## src/rtl/utype_pkg.sv

```systemverilog
// Shared encodings and constants for the pipelined U-type execution unit.
package utype_pkg;

    typedef enum logic [1:0] {
        OP_LUI     = 2'b00,
        OP_AUIPC   = 2'b01,
        OP_LINK    = 2'b10,
        OP_ILLEGAL = 2'b11
    } op_e;

    localparam int unsigned LINK_OFFSET  = 4;
    localparam int unsigned IMM_LOW_BITS = 12;

endpackage

```

## src/rtl/utype_pipe_slice.sv

```systemverilog
// One valid/ready register slice; the enclosing pipeline supplies the advance
// condition so the ready chain is computed in a single place.
module utype_pipe_slice #(
    parameter int unsigned W = 8
) (
    input  logic         clk,
    input  logic         reset,
    input  logic         flush,
    input  logic         advance,
    input  logic         in_valid,
    input  logic [W-1:0] in_data,
    output logic         out_valid,
    output logic [W-1:0] out_data
);

    logic         valid_q;
    logic [W-1:0] data_q;

    always_ff @(posedge clk) begin
        if (reset) begin
            valid_q <= 1'b0;
            data_q  <= '0;
        end else begin
            if (flush) begin
                valid_q <= 1'b0;
            end else if (advance) begin
                valid_q <= in_valid;
            end
            // Payload only moves on a real transfer so a stalled entry stays stable.
            if (advance && in_valid) begin
                data_q <= in_data;
            end
        end
    end

    assign out_valid = valid_q;
    assign out_data  = data_q;

endmodule

```

## src/rtl/utype_exec_pipe.sv

```systemverilog
// Pipelined LUI / AUIPC / link-address unit with valid/ready flow control,
// flush and a destination tag carried alongside each result.
module utype_exec_pipe
    import utype_pkg::*;
#(
    parameter int unsigned XLEN   = 32,
    parameter int unsigned STAGES = 1,
    parameter int unsigned TAGW   = 5
) (
    input  logic            clk,
    input  logic            reset,
    input  logic            flush,
    input  logic            in_valid,
    output logic            in_ready,
    input  logic [1:0]      in_op,
    input  logic [XLEN-1:0] in_pc,
    input  logic [XLEN-1:0] in_imm,
    input  logic [TAGW-1:0] in_rd,
    output logic            out_valid,
    input  logic            out_ready,
    output logic [XLEN-1:0] out_result,
    output logic [TAGW-1:0] out_rd,
    output logic            out_illegal
);

    localparam int unsigned PW = XLEN + TAGW + 1;
    localparam logic [XLEN-1:0] IMM_MASK =
        {{(XLEN - IMM_LOW_BITS){1'b1}}, {IMM_LOW_BITS{1'b0}}};
    localparam logic [XLEN-1:0] LINK_ADD = XLEN'(LINK_OFFSET);

    logic [XLEN-1:0] imm_eff;
    logic [XLEN-1:0] result;
    logic            illegal;
    logic [PW-1:0]   payload_in;

    logic [STAGES-1:0] slice_valid;
    logic [STAGES-1:0] stage_ready;
    logic [PW-1:0]     slice_data [STAGES];

    assign imm_eff = in_imm & IMM_MASK;

    always_comb begin
        result  = '0;
        illegal = 1'b0;
        unique case (op_e'(in_op))
            OP_LUI:     result  = imm_eff;
            OP_AUIPC:   result  = in_pc + imm_eff;
            OP_LINK:    result  = in_pc + LINK_ADD;
            OP_ILLEGAL: illegal = 1'b1;
        endcase
    end

    assign payload_in = {result, in_rd, illegal};

    // Ready ripples back from out_ready: a slice may load if it is empty or
    // everything downstream of it will move this cycle.
    always_comb begin : p_ready
        logic rdy;
        stage_ready = '0;
        rdy         = out_ready;
        for (int k = int'(STAGES) - 1; k >= 0; k--) begin
            rdy            = !slice_valid[k] | rdy;
            stage_ready[k] = rdy;
        end
    end

    for (genvar k = 0; k < STAGES; k++) begin : g_stage
        logic          up_valid;
        logic [PW-1:0] up_data;

        if (k == 0) begin : g_first
            assign up_valid = in_valid;
            assign up_data  = payload_in;
        end else begin : g_next
            assign up_valid = slice_valid[k-1];
            assign up_data  = slice_data[k-1];
        end

        utype_pipe_slice #(
            .W(PW)
        ) u_slice (
            .clk      (clk),
            .reset    (reset),
            .flush    (flush),
            .advance  (stage_ready[k]),
            .in_valid (up_valid),
            .in_data  (up_data),
            .out_valid(slice_valid[k]),
            .out_data (slice_data[k])
        );
    end

    assign in_ready    = stage_ready[0];
    assign out_valid   = slice_valid[STAGES-1];
    assign out_result  = slice_data[STAGES-1][PW-1 -: XLEN];
    assign out_rd      = slice_data[STAGES-1][TAGW:1];
    assign out_illegal = slice_data[STAGES-1][0];

endmodule

```

## config.mk

```make
export PLATFORM = sky130hd
export DESIGN_NAME = utype_exec_pipe
export DESIGN_NICKNAME = d
export VERILOG_FILES = /design/src/rtl/utype_pkg.sv /design/src/rtl/utype_pipe_slice.sv /design/src/rtl/utype_exec_pipe.sv
export SDC_FILE = /design/constraint.sdc
export NUM_CORES = 1
export LEC_CHECK = 0
export BUFFER_PORTS_ARGS = -buffer_cell sky130_fd_sc_hd__buf_2
export CAP_MARGIN = 25
export CORE_MARGIN = 10
export CORE_UTILIZATION = 35
export CTS_CLUSTER_SIZE = 28
export DETAILED_ROUTE_END_ITERATION = 16
export PLACE_DENSITY = 0.6
export RECOVER_POWER = 50
export SETUP_SLACK_MARGIN = 0.4
export SLEW_MARGIN = 10
export SYNTH_ARGS = -nofsm -noshare
export SYNTH_HDL_FRONTEND = slang
export SYNTH_SLANG_ARGS = --single-unit
```

## constraint.sdc

```tcl
create_clock -name clk -period 6.6 [get_ports clk]
set_clock_uncertainty 0.1 [all_clocks]
set_input_delay 1.98 -clock clk [delete_from_list [all_inputs] [get_ports clk]]
set_output_delay 1.98 -clock clk [all_outputs]
set_load 0.05 [all_outputs]
```

Word-level counts from Yosys, hierarchy flattened
Index checks and enable logic that the tools add are counted.
{ "totals": {"out_inout_bits": 40, "inputBits": 76, "reg_bits": 39, "word_cells": 14} }
{ "classes": {"reduce_logical": 4, "add_sub_neg": 2, "eq_ne": 3, "bitwise": 1, "n_mux": 2} }
{ "ops": {"columns": ["operator", "count"], "rows": [
  ["case mux 32 bit (3 select lines)", 1],
  ["adder 32 x 3 -> 32 bit (second input constant)", 1],
  ["adder 32 bit", 1],
  ["== test 2 bit (second input constant)", 2],
  ["== test 2 x 1 -> 1 bit (second input constant)", 1],
  ["zero test 2 bit", 1],
  ["OR reduction 2 bit", 1],
  ["logical AND 1 bit", 1],
  ["zero test 1 bit", 1],
  ["2-to-1 mux 1 bit", 1],
  ["bitwise OR 1 bit", 1]
]} }

Depth between registers and ports, before layout
Gate-level depths: netlist (run 1).
{ "depth": {"word_depth": 3, "depth_mapped": 10, "mapped_depth_nobuf": 10} }

Modules after synthesis
Synthesis (run 1) repeated with hierarchy kept, for this count alone.
{ "unflattened": {"hier_cells": 467, "hier_area_um2": 4170.2} }
{ "by_module_without_submodules": {"columns": ["module", "area_per_inst_um2", "cells_per_inst", "instances", "seq_area_each_um2"], "rows": [
  ["utype_pipe_slice", 2123.3, 177, 1, 780.7],
  ["utype_exec_pipe", 2047.0, 290, 1, 0.0]
]} }

Worst setup path before layout (run 1)
No wires, ideal clock.
{ "synth_timing": {"path_kind": "input -> output", "startpoint": "in out_ready", "endpoint": "out in_ready", "n_path_buf": 0, "setup_slack_ns": 2.092, "required_ns": 4.520, "stages": 1, "t_arrival_ns": 2.428, "path_cell_list": "nand2b_1"} }
{ "synth_between": {"elab_chain_cells": 1} }
{ "synth_lines": {"columns": ["element", "line", "text"], "rows": [
  ["start, declared", "utype_exec_pipe.sv:20", "input logic out_ready,"],
  ["bitwise OR 1 bit", "utype_exec_pipe.sv:62", "rdy = !slice_valid[k] | rdy;"],
  ["end, declared", "utype_exec_pipe.sv:14", "output logic in_ready,"]
]} }
Every way passes these cells.

Final worst setup path (run 1)
Ends and elaborated chain as after synthesis.

==> summary.md, run 1 <==
| Metric | Value |
|---|---|
| Run status | complete, but fails checks |
| Violations in the final reports | max-capacitance violations, max-slew violations |
| Main flop type after synthesis | dfxtp_1 |
| Final antenna diode count | 0 |
| TritonCTS Buffers | 5 |
| Antenna violations before repair | 0 |
| Remaining DRCs | 0 |
| Total Power Consumption | between 700 and 800 uW |
| DRT antenna net count | 0 |
| Worst path arrival time | roughly 2.5 ns |
| Routability cong. | about 0.9 |
| TritonCTS clock tree | built |
| Deepest level of the CTS H-tree | 2 |
| Die boundary height | 116 um |
| Commonest non-fill, non-tap cells in the layout | 70 x buf_2, 53 x nor2_1, 39 x dfxtp_1 |
| Count of TritonRoute iterations in the first routing pass | 4 |
| Startpoint Class | input pin |
| Core Footprint | a little over 0.009 mm^2 |
| Routed WL per cell | between 15 and 20 um |
| Yosys Warn Count | 0 |
| Power density cells | 184 mW/mm^2 |
| Drt first-iter violations | around 240 |
| Final global-route overflow total | 0 |
| Type of the worst min-delay path | reg -> reg |
| Actual slew at the worst max-slew pin | 1.94 ns |
| Final WL | between 10000 and 15000 um |
| Type of element capturing the critical path | output pin |
| Top-level I/O count | around 120 |
| Final Setup Violations | 0 |
| Maximum number of pins on one net before global-route repair | 43 |
| Vias after detailed routing | around 3500 |
| Synth Instances | between 400 and 500 |
| Compound-cell area share of the yosys netlist | 0.262 |
| Effective utilization at floorplan | 0.355 |
| Worst-skew pair later-pin latency | about 0.29 ns |
| Number of synthesized flops with an enable pin | 0 |
| Post-Synthesis Mean Instance Area | 7.69 um^2 |
| Highest net fanout along the worst path | 4 |
| Fraction of registers with async set/reset | 0 |
| Final period demand of the worst path | 4.57 ns |
| Clock-pin slew on the worst setup and hold paths | about 0.080 ns |
| Number of input and output port buffers inserted | slightly above 100 |
| Share of cell area taken by muxes after synthesis | 0.0281 |
| Cell area after synthesis | 0.00325 mm^2 |
| Ratio of cells with drive above 1 in the final layout | 0.181 |
| Number of buffers between clock root and the deepest sink | 2 |
| Simple-Gate Fraction of Synth Area | 0.246 |
| Total Die Area | around 0.014 mm^2 |
| Share of the cycle needed by the critical path after routing | 0.692 |
| Count of distinct cell types in the synthesized netlist | 59 |
| Post-cts resize count | 0 |
| Setup repair after global routing missed its margin | no |
| Cell Rows | 35 |
| Final worst hold slack | ~0.36 ns |
| Tightest slew margin relative to the limit | -0.292 |
| Sequential fraction of the synthesis area | 0.240 |
| Hold Violations, Final | 0 |
| Root Buffer Master | clkbuf_8 |
| Number of setup buffers added after CTS | 0 |
| Global-route wire length before repair | ~17000 um |
| Final count of pins violating max slew | 41 |
| Number of buffers inserted for hold repair after clock tree synthesis | 0 |
| Worst IR Drop VDD | 0.0000879 V |
| Wire length on met1 | around 4600 um |
| Vias in the first global route | approximately 3400 |
| Number of sinks handled by clock tree synthesis | 39 |
| Maximum frequency from static timing analysis | 0.219 GHz |
| P&R area growth vs syn | 19.5% |
| Sum of net half-perimeters after detailed placement | 8300 um |
| Required @ worst endpoint | around 4.5 ns |
| Number of fillers in the final layout | 950 |
| Global-route usage over all layers | 0.152 |
| Net count of the mapped netlist | 520 |
| Xor/xnor share of the synthesized area | 0.0997 |
| Vias per cell | roughly 5.6 |
| Flip-flop and latch count after synthesis | 39 |
| Type of the worst setup path | in -> out |
| Main combinational cell family by area after synthesis | compound AO/OA/AOI/OAI gates |
| Post-synthesis share of cell area spent on full adders, half adders and majority gates | 0.0831 |
| Highest signal layer in the routed design | met4 |
| Most frequent standard cell in the layout excluding fill and tap cells | buf_2 |
| Met3 WL | 814 um |
| Wire length on met2 | between 5000 and 6000 um |
| Leakage | 0.00161 uW |
| Die width | ~120 um |
| Post-layout net count | 609 |
| # Max-Cap Violations | 1 |
| Final setup TNS | 0 ns |
[layout make-up]
cell class,count,area (um^2),area share
inverter,11,41.3,0.0106
clock buffer,8,100,0.0257
sequential,39,781,0.201
multi-input combinational,350,2340,0.601
tap,111,139,0.0357
timing repair buffer,105,489,0.126
[stage by stage]
step	setup slack (ns)	instances	util	area, um^2
2_1_floorplan	2.09	423	-	3250
3_3_place_gp	1.94	616	0.418	3830
3_5_place_dp	1.91	616	0.418	3830
4_1_cts	2.03	624	0.429	3930
5_1_grt	2.00	624	0.425	3890
6_report	2.03	624	0.425	3890
[where the power goes]
group,switching [uW],internal [uW]
Clock,88.4,95.6
Sequential,8.82,251
Combinational,181,91.0
Total,278,438
[registers in the layout (all words and copies together), names as in the netlist]
| name | cells |
|---|---|
| g_stage.u_slice.out_data | 38 |
| g_stage.u_slice.out_valid | 1 |
[worst max-delay path: stages]
cell and delay [ns]:
buf_2 0.07, nand2b_1 0.15, buf_2 0.28
[cells by family (layout without fill, tap and decap cells)]
kind of cell	count (synthesis)	in the layout
XOR/XNOR	37	37
AND/OR/NAND/NOR	160	160
AO/OA/AOI/OAI	123	123
buffers and inverters	34	124
flip-flops	39	39
adder cells (fa/ha/maj)	21	21
multiplexers	9	9
[Yosys cell counts (4+ instances only)]
library cell / count / share of area
a31oi_1: 6 / 0.012
clkbuf_1: 19 / 0.022
nand2_1: 35 / 0.040
mux2i_1: 8 / 0.025
xnor2_1: 17 / 0.046
nand4_1: 6 / 0.012
o21ai_0: 18 / 0.028
and3_1: 6 / 0.012
o221ai_1: 8 / 0.022
nand2b_1: 4 / 0.0077
nor2b_1: 4 / 0.0077
nor2_1: 53 / 0.061
nor3_1: 12 / 0.018
a22oi_1: 10 / 0.023
a21oi_1: 28 / 0.043
dfxtp_1: 39 / 0.24
ha_1: 20 / 0.077
nand3_1: 18 / 0.028
a211oi_1: 11 / 0.025
inv_1: 10 / 0.012
and2_1: 4 / 0.0077
a21o_1: 5 / 0.012
xor2_1: 20 / 0.054
[worst paths after layout]
path / from / end / slack (ns) / depth (start not counted)
max: out_ready / in_ready / 2.03 / 3
min: g_stage[0].u_slice.out_data[5] / g_stage[0].u_slice.out_data[5] / 0.36 / 2
max reg2reg: g_stage[0].u_slice.out_valid / g_stage[0].u_slice.out_data[37] / 4.75 / 6
min reg2reg: g_stage[0].u_slice.out_data[5] / g_stage[0].u_slice.out_data[5] / 0.36 / 2
[metal layers]
metal / global-route usage / up-vias
met5: 0 / -
met4: 0.0317 / 0
met3: 0.0390 / 13
met2: 0.264 / 108
met1: 0.185 / 1629
li1: - / 1752
Power figures use the tool's default switching activity.
==> run 2: changes to the inputs <==
--- a/config.mk
+++ b/config.mk
@@ -11,7 +11,7 @@
 export CORE_UTILIZATION = 35
 export CTS_CLUSTER_SIZE = 28
 export DETAILED_ROUTE_END_ITERATION = 16
-export PLACE_DENSITY = 0.6
+export PLACE_DENSITY = 0.62
 export RECOVER_POWER = 50
 export SETUP_SLACK_MARGIN = 0.4
 export SLEW_MARGIN = 10
==> constraint.sdc (replaced) <==
create_clock -name clk -period 3.8 [get_ports clk]
set_clock_uncertainty 0.1 [all_clocks]
set_input_delay 1.14 -clock clk [delete_from_list [all_inputs] [get_ports clk]]
set_output_delay 1.14 -clock clk [all_outputs]
set_load 0.05 [all_outputs]
==> run 2 against run 1 <==
Against the previous run:
- the flow still finishes with violations (max-capacitance violations, max-slew violations)
- die area unchanged
- clock power up 130%
- non-clock buffer count grew 14
- worst hold slack is essentially flat
- first-iteration DRC count is 16% lower
- wire length is 3.1% higher
- sequential power grew 74%
- worst setup slack got worse by 1.6 ns
- utilization is 2.2 points higher
- cell count increased by 2.2%
- count of clock-buffer cells in the layout down 2
- critical endpoint is now g_stage[0].u_slice.out_data[36]
==> summary.md, run 2 (same netlist as run 1, synthesis figures left out) <==
| Metric | Value |
|---|---|
| Endpoint of the worst hold path | g_stage[0].u_slice.out_data[0] (was g_stage[0].u_slice.out_data[5]) |
| Final setup TNS | 0 ns (unchanged) |
| Drt first-iter violations | 201 (was 239) |
| Setup slack, reg-to-reg | 1.87 ns (was 4.75 ns) |
| R2R Path Start | g_stage[0].u_slice.out_valid (unchanged) |
| Power density cells | 335 mW/mm^2 (was 184 mW/mm^2) |
| Cell count of the worst reg-to-reg path | 5 (was 6) |
| Fin worst setup slack | 0.427 ns (was 2.03 ns) |
| Vias in the first global route | 3627 (was 3425) |
| Number of fillers in the final layout | 948 (was 950) |
| Required @ worst endpoint | 3.89 ns (was 4.52 ns) |
| Type of the worst setup path | in -> reg (was in -> out) |
| Tightest slew margin relative to the limit | -0.231 (was -0.292) |
| Cell Rows | 35 (unchanged) |
| Effective utilization at floorplan | 0.355 (unchanged) |
| Worst-skew pair later-pin latency | 0.28 ns (was 0.29 ns) |
| Routed WL per cell | 17.4 um (was 17.2 um) |
| Remaining DRCs | 0 (unchanged) |
| Actual slew at the worst max-slew pin | 1.85 ns (was 1.94 ns) |
| Sum of net half-perimeters after detailed placement | 8710 um (was 8300 um) |
| Leakage | 0.00169 uW (was 0.00161 uW) |
| TritonCTS Buffers | 5 (unchanged) |
| Type of the worst min-delay path | reg -> reg (unchanged) |
| Die boundary height | 116 um (unchanged) |
| Critical Path Max Stage Delay | 0.39 ns (was 0.28 ns) |
| Vias after detailed routing | 3559 (was 3502) |
| GRT met1 Usage | 0.193 (was 0.185) |
| Met2 capacity usage during global routing | 0.270 (was 0.264) |
| Number of buffers inserted for hold repair after clock tree synthesis | 0 (unchanged) |
| Count of TritonRoute iterations in the first routing pass | 4 (unchanged) |
| Post-layout net count | 623 (was 609) |
| Final Setup Violations | 0 (unchanged) |
| Number of sinks handled by clock tree synthesis | 39 (unchanged) |
| Vias per cell | 5.58 (was 5.61) |
| Final antenna diode count | 0 (unchanged) |
| Busiest layer in global routing | met2 (unchanged) |
| Cell type group with the largest total delay on the critical path | compound AO/OA/AOI/OAI gates (was buffers and inverters) |
| Share of the cycle needed by the critical path after routing | 0.888 |
| Violations in the final reports | max-capacitance violations, max-slew violations (unchanged) |
| Maximum frequency from static timing analysis | 0.297 GHz |
| Crit path cell chain | buf_8 -> ha_4 -> inv_2 -> fa_2 -> nor2b_2 -> o31a_1 -> o41a_1 -> a31o_4 -> a311o_1 -> o31a_1 -> a211oi_2 (was buf_2 -> nand2b_1 -> buf_2) |
| Number of buffer and inverter instances along the worst setup path | 2 (unchanged) |
| Run status | complete, but fails checks (unchanged) |
| Destination of the worst register-to-register timing path | g_stage[0].u_slice.out_data[11] (was g_stage[0].u_slice.out_data[37]) |
| Min-Delay Startpoint | g_stage[0].u_slice.out_data[0] (was g_stage[0].u_slice.out_data[5]) |
| Hold depth | 2 (unchanged) |
| Grt met3 use | 0.0385 (was 0.0390) |
| Hold Violations, Final | 0 (unchanged) |
| Core Footprint | 0.00915 mm^2 (unchanged) |
| Maximum number of pins on one net before global-route repair | 41 (was 43) |
| Highest net fanout along the worst path | 2 (was 4) |
| Global-route wire length before repair | 17400 um (was 16600 um) |
| Number of placed instances with taps included | 626 (was 616) |
| P&R area growth vs syn | 25.9% (was 19.5%) |
| Number of input and output port buffers inserted | 103 (unchanged) |
| Die width | 116 um (unchanged) |
| Type of element capturing the critical path | flop (was output pin) |
| Startpoint Class | input pin (unchanged) |
| Ratio of cells with drive above 1 in the final layout | 0.203 (was 0.181) |
| Worst path arrival time | 3.46 ns (was 2.49 ns) |
| Cell mode on critical path | o31a_1 (was buf_2) |
| Final WL | 11100 um (was 10700 um) |
| Clock-pin slew on the worst setup and hold paths | 0.08 ns (about the same) |
| Routability cong. | 0.877 (was 0.914) |
| Antenna violations before repair | 0 (unchanged) |
| Root Buffer Master | clkbuf_8 (unchanged) |
| Final period demand of the worst path | 3.37 ns |
| Worst IR Drop VDD | 0.000234 V (was 0.0000879 V) |
| # Max-Cap Violations | 1 (unchanged) |
| Deepest level of the CTS H-tree | 2 (unchanged) |
| Top-level I/O count | 116 (unchanged) |
| Number of buffers between clock root and the deepest sink | 2 (unchanged) |
| Final global-route overflow total | 0 (unchanged) |
| Commonest non-fill, non-tap cells in the layout | 62 x buf_2, 53 x nor2_1, 40 x clkbuf_1 (was 70 x buf_2, 53 x nor2_1, 39 x dfxtp_1) |
| Pre-CTS setup slack | 0.0358 ns (was 1.91 ns) |
| Max FFs per register | 38 (unchanged) |
| Final count of pins violating max slew | 41 (unchanged) |
| TritonCTS clock tree | built (unchanged) |
| Setup repair after global routing missed its margin | yes (was no) |
| Most frequent standard cell in the layout excluding fill and tap cells | buf_2 (unchanged) |
| Worst-path cell with the longest stage delay | o41a_1 (was buf_2) |
| DRT antenna net count | 0 (unchanged) |
| Total Die Area | 0.0135 mm^2 (unchanged) |
| Global-route usage over all layers | 0.159 (was 0.152) |
| Filler-free cell count of the finished design | 638 (was 624) |
-- run 2: worst reg2reg max path, delay by kind of cell (launching register included) --
kind             cells  cell delay, ns
AND/OR/NAND/NOR      3            0.58
AO/OA/AOI/OAI        2            0.85
flip-flops           1            0.32
-- run 2: how the worst max path moves through the flow --
| stage | end | from | cells after the start | slack [ns] |
|---|---|---|---|---|
| 2_1_floorplan | g_stage[0].u_slice.out_data[36] | in_pc[12] | 10 | 0.34 |
| 3_3_place_gp | g_stage[0].u_slice.out_data[36] | in_pc[12] | 11 | 0.09 |
| 3_5_place_dp | g_stage[0].u_slice.out_data[36] | in_pc[12] | 11 | 0.04 |
| 4_1_cts | g_stage[0].u_slice.out_data[36] | in_imm[12] | 11 | 0.36 |
| 5_1_grt | g_stage[0].u_slice.out_data[35] | in_pc[18] | 9 | 0.34 |
| 6_report | g_stage[0].u_slice.out_data[36] | in_imm[12] | 11 | 0.43 |
-- run 2: final cells by class --
cell class / instances / area, um^2 / area share
Inverter: 11 / 41.3 / 0.0101
Clock inverter: 2 / 60.1 / 0.0147
Timing Repair Buffer: 119 / 616 / 0.150
Clock buffer: 6 / 72.6 / 0.0177
Tap cell: 111 / 139 / 0.0339
Sequential cell: 39 / 781 / 0.191
Multi-Input combinational cell: 350 / 2380 / 0.582
-- run 2: power breakdown --
part / leakage [uW] / internal, uW / total (uW) / switching (uW)
combinational: 0.00130 / 177 / 503 / 326
clock: 0.0000654 / 263 / 417 / 154
sequential: 0.000321 / 436 / 452 / 15.6
total: 0.00169 / 876 / 1370 / 495
-- run 2: metrics by stage --
| stage | hold slack [ns] | cell area (um^2) | total power [uW] | util |
|---|---|---|---|---|
| CTS | 0.358 | 4130 | 1390 | 0.451 |
| global route | 0.384 | 4090 | 1450 | 0.447 |
| detailed placement | 0.346 | 3920 | 954 | 0.428 |
| finish | 0.356 | 4090 | 1370 | 0.447 |
| floorplan | 0.571 | 3250 | 797 | - |
| global placement | 0.339 | 3920 | 946 | 0.428 |
-- run 2: repair_timing --
action                                  in CTS  in global routing
endpoints found under the setup margin       1                  5
buffers inserted                             3                  1
pin swaps                                    8                  3
resized for setup                           12                  2
-- run 2: metal layers --
metal  part of all wire  routed length, um  up-vias
met3              0.076                838       10
met4              0.014                159        0
met5                  0                  0        -
li1                   -                  -     1764
met1               0.43               4710     1673
met2               0.48               5360      112
==> run 3: changes to the inputs <==
--- a/config.mk
+++ b/config.mk
@@ -11,10 +11,10 @@
 export CORE_UTILIZATION = 35
 export CTS_CLUSTER_SIZE = 28
 export DETAILED_ROUTE_END_ITERATION = 16
-export PLACE_DENSITY = 0.62
+export PLACE_DENSITY = 0.59
 export RECOVER_POWER = 50
-export SETUP_SLACK_MARGIN = 0.4
 export SLEW_MARGIN = 10
 export SYNTH_ARGS = -nofsm -noshare
 export SYNTH_HDL_FRONTEND = slang
+export SYNTH_HIERARCHICAL = 1
 export SYNTH_SLANG_ARGS = --single-unit
==> run 3 against run 2 <==
Against the previous run:
- critical path depth increased by 1
- the run now ends clean
- wire length increased by 12%
- fmax decreased by 2.5%
==> summary.md, run 3 <==
| Metric | Value |
|---|---|
| Main combinational cell family by area after synthesis | compound AO/OA/AOI/OAI gates (unchanged) |
| Vias after detailed routing | 3845 (was 3559) |
| Max FFs per register | 38 (unchanged) |
| Drt first-iter violations | 229 (was 201) |
| Cell types occupying the most area after synthesis | dfxtp_1 19%, a21oi_2 8.0%, nand3_2 7.4% (was dfxtp_1 24%, ha_1 7.7%, nor2_1 6.1%) |
| Post-layout net count | 648 (was 623) |
| Final setup TNS | 0 ns (unchanged) |
| Final count of pins violating max slew | 0 (was 41) |
| Final period demand of the worst path | 3.46 ns (was 3.37 ns) |
| Xor/xnor share of the synthesized area | 0.0714 (was 0.0997) |
| TritonCTS Buffers | 5 (unchanged) |
| Cell type group with the largest total delay on the critical path | compound AO/OA/AOI/OAI gates (unchanged) |
| Share of the cycle needed by the critical path after routing | 0.910 (was 0.888) |
| Sequential standard cell area | 781 um^2 (unchanged) |
| Required @ worst endpoint | 3.91 ns (was 3.89 ns) |
| Crit path cell chain | buf_2 -> ha_1 -> inv_1 -> fa_1 -> inv_1 -> a21o_1 -> a221o_2 -> a31oi_1 -> xor2_1 -> o21ai_0 -> nand3_2 -> a21oi_2 (was buf_8 -> ha_4 -> inv_2 -> fa_2 -> nor2b_2 -> o31a_1 -> o41a_1 -> a31o_4 -> a311o_1 -> o31a_1 -> a211oi_2) |
| Cell area after synthesis | 0.00417 mm^2 (was 0.00325 mm^2) |
| Flip-flop and latch count after synthesis | 39 (unchanged) |
| Multi-input combinational cell area | 0.00299 mm^2 (was 0.00238 mm^2) |
| Cell Rows | 39 (was 35) |
| Top-level I/O count | 116 (unchanged) |
| Compound-cell area share of the yosys netlist | 0.330 (was 0.262) |
| Yosys Warn Count | 6 (was 0) |
| Final design area excluding fillers | 0.00470 mm^2 (was 0.00409 mm^2) |
| Type of element capturing the critical path | flop (unchanged) |
| TritonCTS clock tree | built (unchanged) |
| Global-route usage over all layers | 0.140 (was 0.159) |
| Commonest non-fill, non-tap cells in the layout | 64 x buf_2, 39 x dfxtp_1, 39 x clkbuf_1 (was 62 x buf_2, 53 x nor2_1, 40 x clkbuf_1) |
| Main flop type after synthesis | dfxtp_1 (unchanged) |
| Final global-route overflow total | 0 (unchanged) |
| Final antenna diode count | 0 (unchanged) |
| Post-synthesis share of cell area spent on full adders, half adders and majority gates | 0.0648 (was 0.0831) |
| Net count of the mapped netlist | 564 (was 520) |
| Routed WL per cell | 17.9 um (was 17.4 um) |
| Number of buffers between clock root and the deepest sink | 2 (unchanged) |
| Sum of net half-perimeters after detailed placement | 9260 um (was 8710 um) |
| Number of fillers in the final layout | 1189 (was 948) |
| Setup repair after global routing missed its margin | no (was yes) |
| Effective utilization at floorplan | 0.361 (was 0.355) |
| Fraction of registers with async set/reset | 0 (unchanged) |
| Run status | finished clean (was complete, but fails checks) |
| Maximum number of pins on one net before global-route repair | 78 (was 41) |
| Count of distinct cell types in the synthesized netlist | 64 (was 59) |
| Top-area cell type share of the netlist area | 0.187 (was 0.240) |
| Number of input and output port buffers inserted | 103 (unchanged) |
| Final Setup Violations | 0 (unchanged) |
| Final core area utilization | 0.406 (was 0.447) |
| Actual slew at the worst max-slew pin | 0.950 ns (was 1.85 ns) |
| Startpoint Class | input pin (unchanged) |
| Routability cong. | 0.892 (was 0.877) |
| Die width | 129 um (was 116 um) |
| Vias per cell | 5.53 (was 5.58) |
| Die boundary height | 129 um (was 116 um) |
| Number of buffer and inverter instances along the worst setup path | 3 (was 2) |
| Highest net fanout along the worst path | 6 (was 2) |
| Core Footprint | 0.0116 mm^2 (was 0.00915 mm^2) |
| DRT antenna net count | 0 (unchanged) |
| Type of the worst min-delay path | reg -> reg (unchanged) |
| # Max-Cap Violations | 0 (was 1) |
| Critical Path Max Stage Delay | 0.46 ns (was 0.39 ns) |
| DP Area | 0.00459 mm^2 (was 0.00392 mm^2) |
| Sequential fraction of the synthesis area | 0.187 (was 0.240) |
| Ratio of cells with drive above 1 in the final layout | 0.364 (was 0.203) |
| Tightest slew margin relative to the limit | 0.366 (was -0.231) |
| Number of setup buffers added after CTS | 0 (was 3) |
| Post-cts resize count | 0 (was 12) |
| Antenna violations before repair | 0 (unchanged) |
| Ranking of synthesized cells by instance count | 39 x dfxtp_1, 38 x a21oi_2, 31 x nand3_2, 30 x nand2_1, 29 x a21bo_2 (was 53 x nor2_1, 39 x dfxtp_1, 35 x nand2_1, 28 x a21oi_1) |
| P&R area growth vs syn | 12.7% (was 25.9%) |
| Simple-Gate Fraction of Synth Area | 0.223 (was 0.246) |
| Post-Synthesis Mean Instance Area | 8.93 um^2 (was 7.69 um^2) |
| Maximum frequency from static timing analysis | 0.289 GHz (was 0.297 GHz) |
| Worst IR Drop VDD | 0.000146 V (was 0.000234 V) |
| Biggest area consumer among synthesized cells | dfxtp_1 (unchanged) |
| Worst path arrival time | 3.57 ns (was 3.46 ns) |
| Most frequent standard cell in the layout excluding fill and tap cells | buf_2 (unchanged) |
| Number of sinks handled by clock tree synthesis | 39 (unchanged) |
| Cell mode on critical path | inv_1 (was o31a_1) |
| Final WL | 12400 um (was 11100 um) |
| Vias in the first global route | 3882 (was 3627) |
| Type of the worst setup path | in -> reg (unchanged) |
| Count of TritonRoute iterations in the first routing pass | 5 (was 4) |
| Root Buffer Master | clkbuf_16 (was clkbuf_8) |
| Cell with the most instances after synthesis | dfxtp_1 (was nor2_1) |
| Worst-path cell with the longest stage delay | o21ai_0 (was o41a_1) |
| Leakage | 0.00182 uW (was 0.00169 uW) |
| Hold Violations, Final | 0 (unchanged) |
| Power density cells | 304 mW/mm^2 (was 335 mW/mm^2) |
| Clock-pin slew on the worst setup and hold paths | 0.06 ns (was 0.08 ns) |
| Final worst hold slack | 0.478 ns (was 0.356 ns) |
| Share of cell area taken by muxes after synthesis | 0.0264 (was 0.0281) |
| Worst-skew pair later-pin latency | 0.28 ns (about the same) |
| Remaining DRCs | 0 (unchanged) |
| Global-route wire length before repair | 19400 um (was 17400 um) |
| Total Die Area | 0.0167 mm^2 (was 0.0135 mm^2) |
| Synth Instances | 467 (was 423) |
| Number of synthesized flops with an enable pin | 0 (unchanged) |
| Number of buffers inserted for hold repair after clock tree synthesis | 0 (unchanged) |
| Deepest level of the CTS H-tree | 2 (unchanged) |
run 3: kinds of logic (layout without fill, tap and decap cells):
logic type | Yosys count | after routing
AO/OA/AOI/OAI | 174 | 174
XOR/XNOR | 34 | 34
adder cells (fa/ha/maj) | 21 | 21
buffers and inverters | 44 | 129
flip-flops | 39 | 39
multiplexers | 11 | 11
AND/OR/NAND/NOR | 144 | 144
run 3: layout make-up:
cell class / instances / share of cell area
clock buffers: 7 / 0.0325
inverters: 7 / 0.00559
multi-input cells: 384 / 0.637
repair buffers: 114 / 0.120
clock inverters: 1 / 0.00160
flip-flops and latches: 39 / 0.166
well taps: 143 / 0.0381
run 3: worst min-delay path, cell delays in order (launching register included):
cell	delay (ns)
dfxtp_1	0.30
a21bo_2	0.19
a21oi_2	0.04
run 3: metrics by stage:
step	total power, uW	setup slack [ns]	instances
after global routing	1500	0.161	695
after detailed placement	990	0.0913	687
after floorplan	860	0.523	467
after global placement	982	0.119	687
final	1430	0.340	695
after CTS	1440	0.388	695
run 3: power breakdown:
| group | switching (uW) | internal [uW] |
|---|---|---|
| logic | 342 | 193 |
| clock network | 169 | 279 |
| registers | 11.6 | 432 |
run 3: final timing paths:
check / from / end / slack (ns) / cells past startpoint
worst min-delay path: g_stage[0].u_slice/out_data[26] / g_stage[0].u_slice/out_data[26] / 0.48 / 2
worst max-delay path: in_pc[12] / g_stage[0].u_slice/out_data[30] / 0.34 / 12
worst max register to register: g_stage[0].u_slice/out_valid / g_stage[0].u_slice/out_valid / 2.04 / 4
worst min register to register: g_stage[0].u_slice/out_data[26] / g_stage[0].u_slice/out_data[26] / 0.48 / 2
run 3: metal layers:
metal,global-route usage,routed length [um]
met1,0.179,5610
met3,0.0241,733
met2,0.233,5820
met4,0.0475,262
met5,0,0
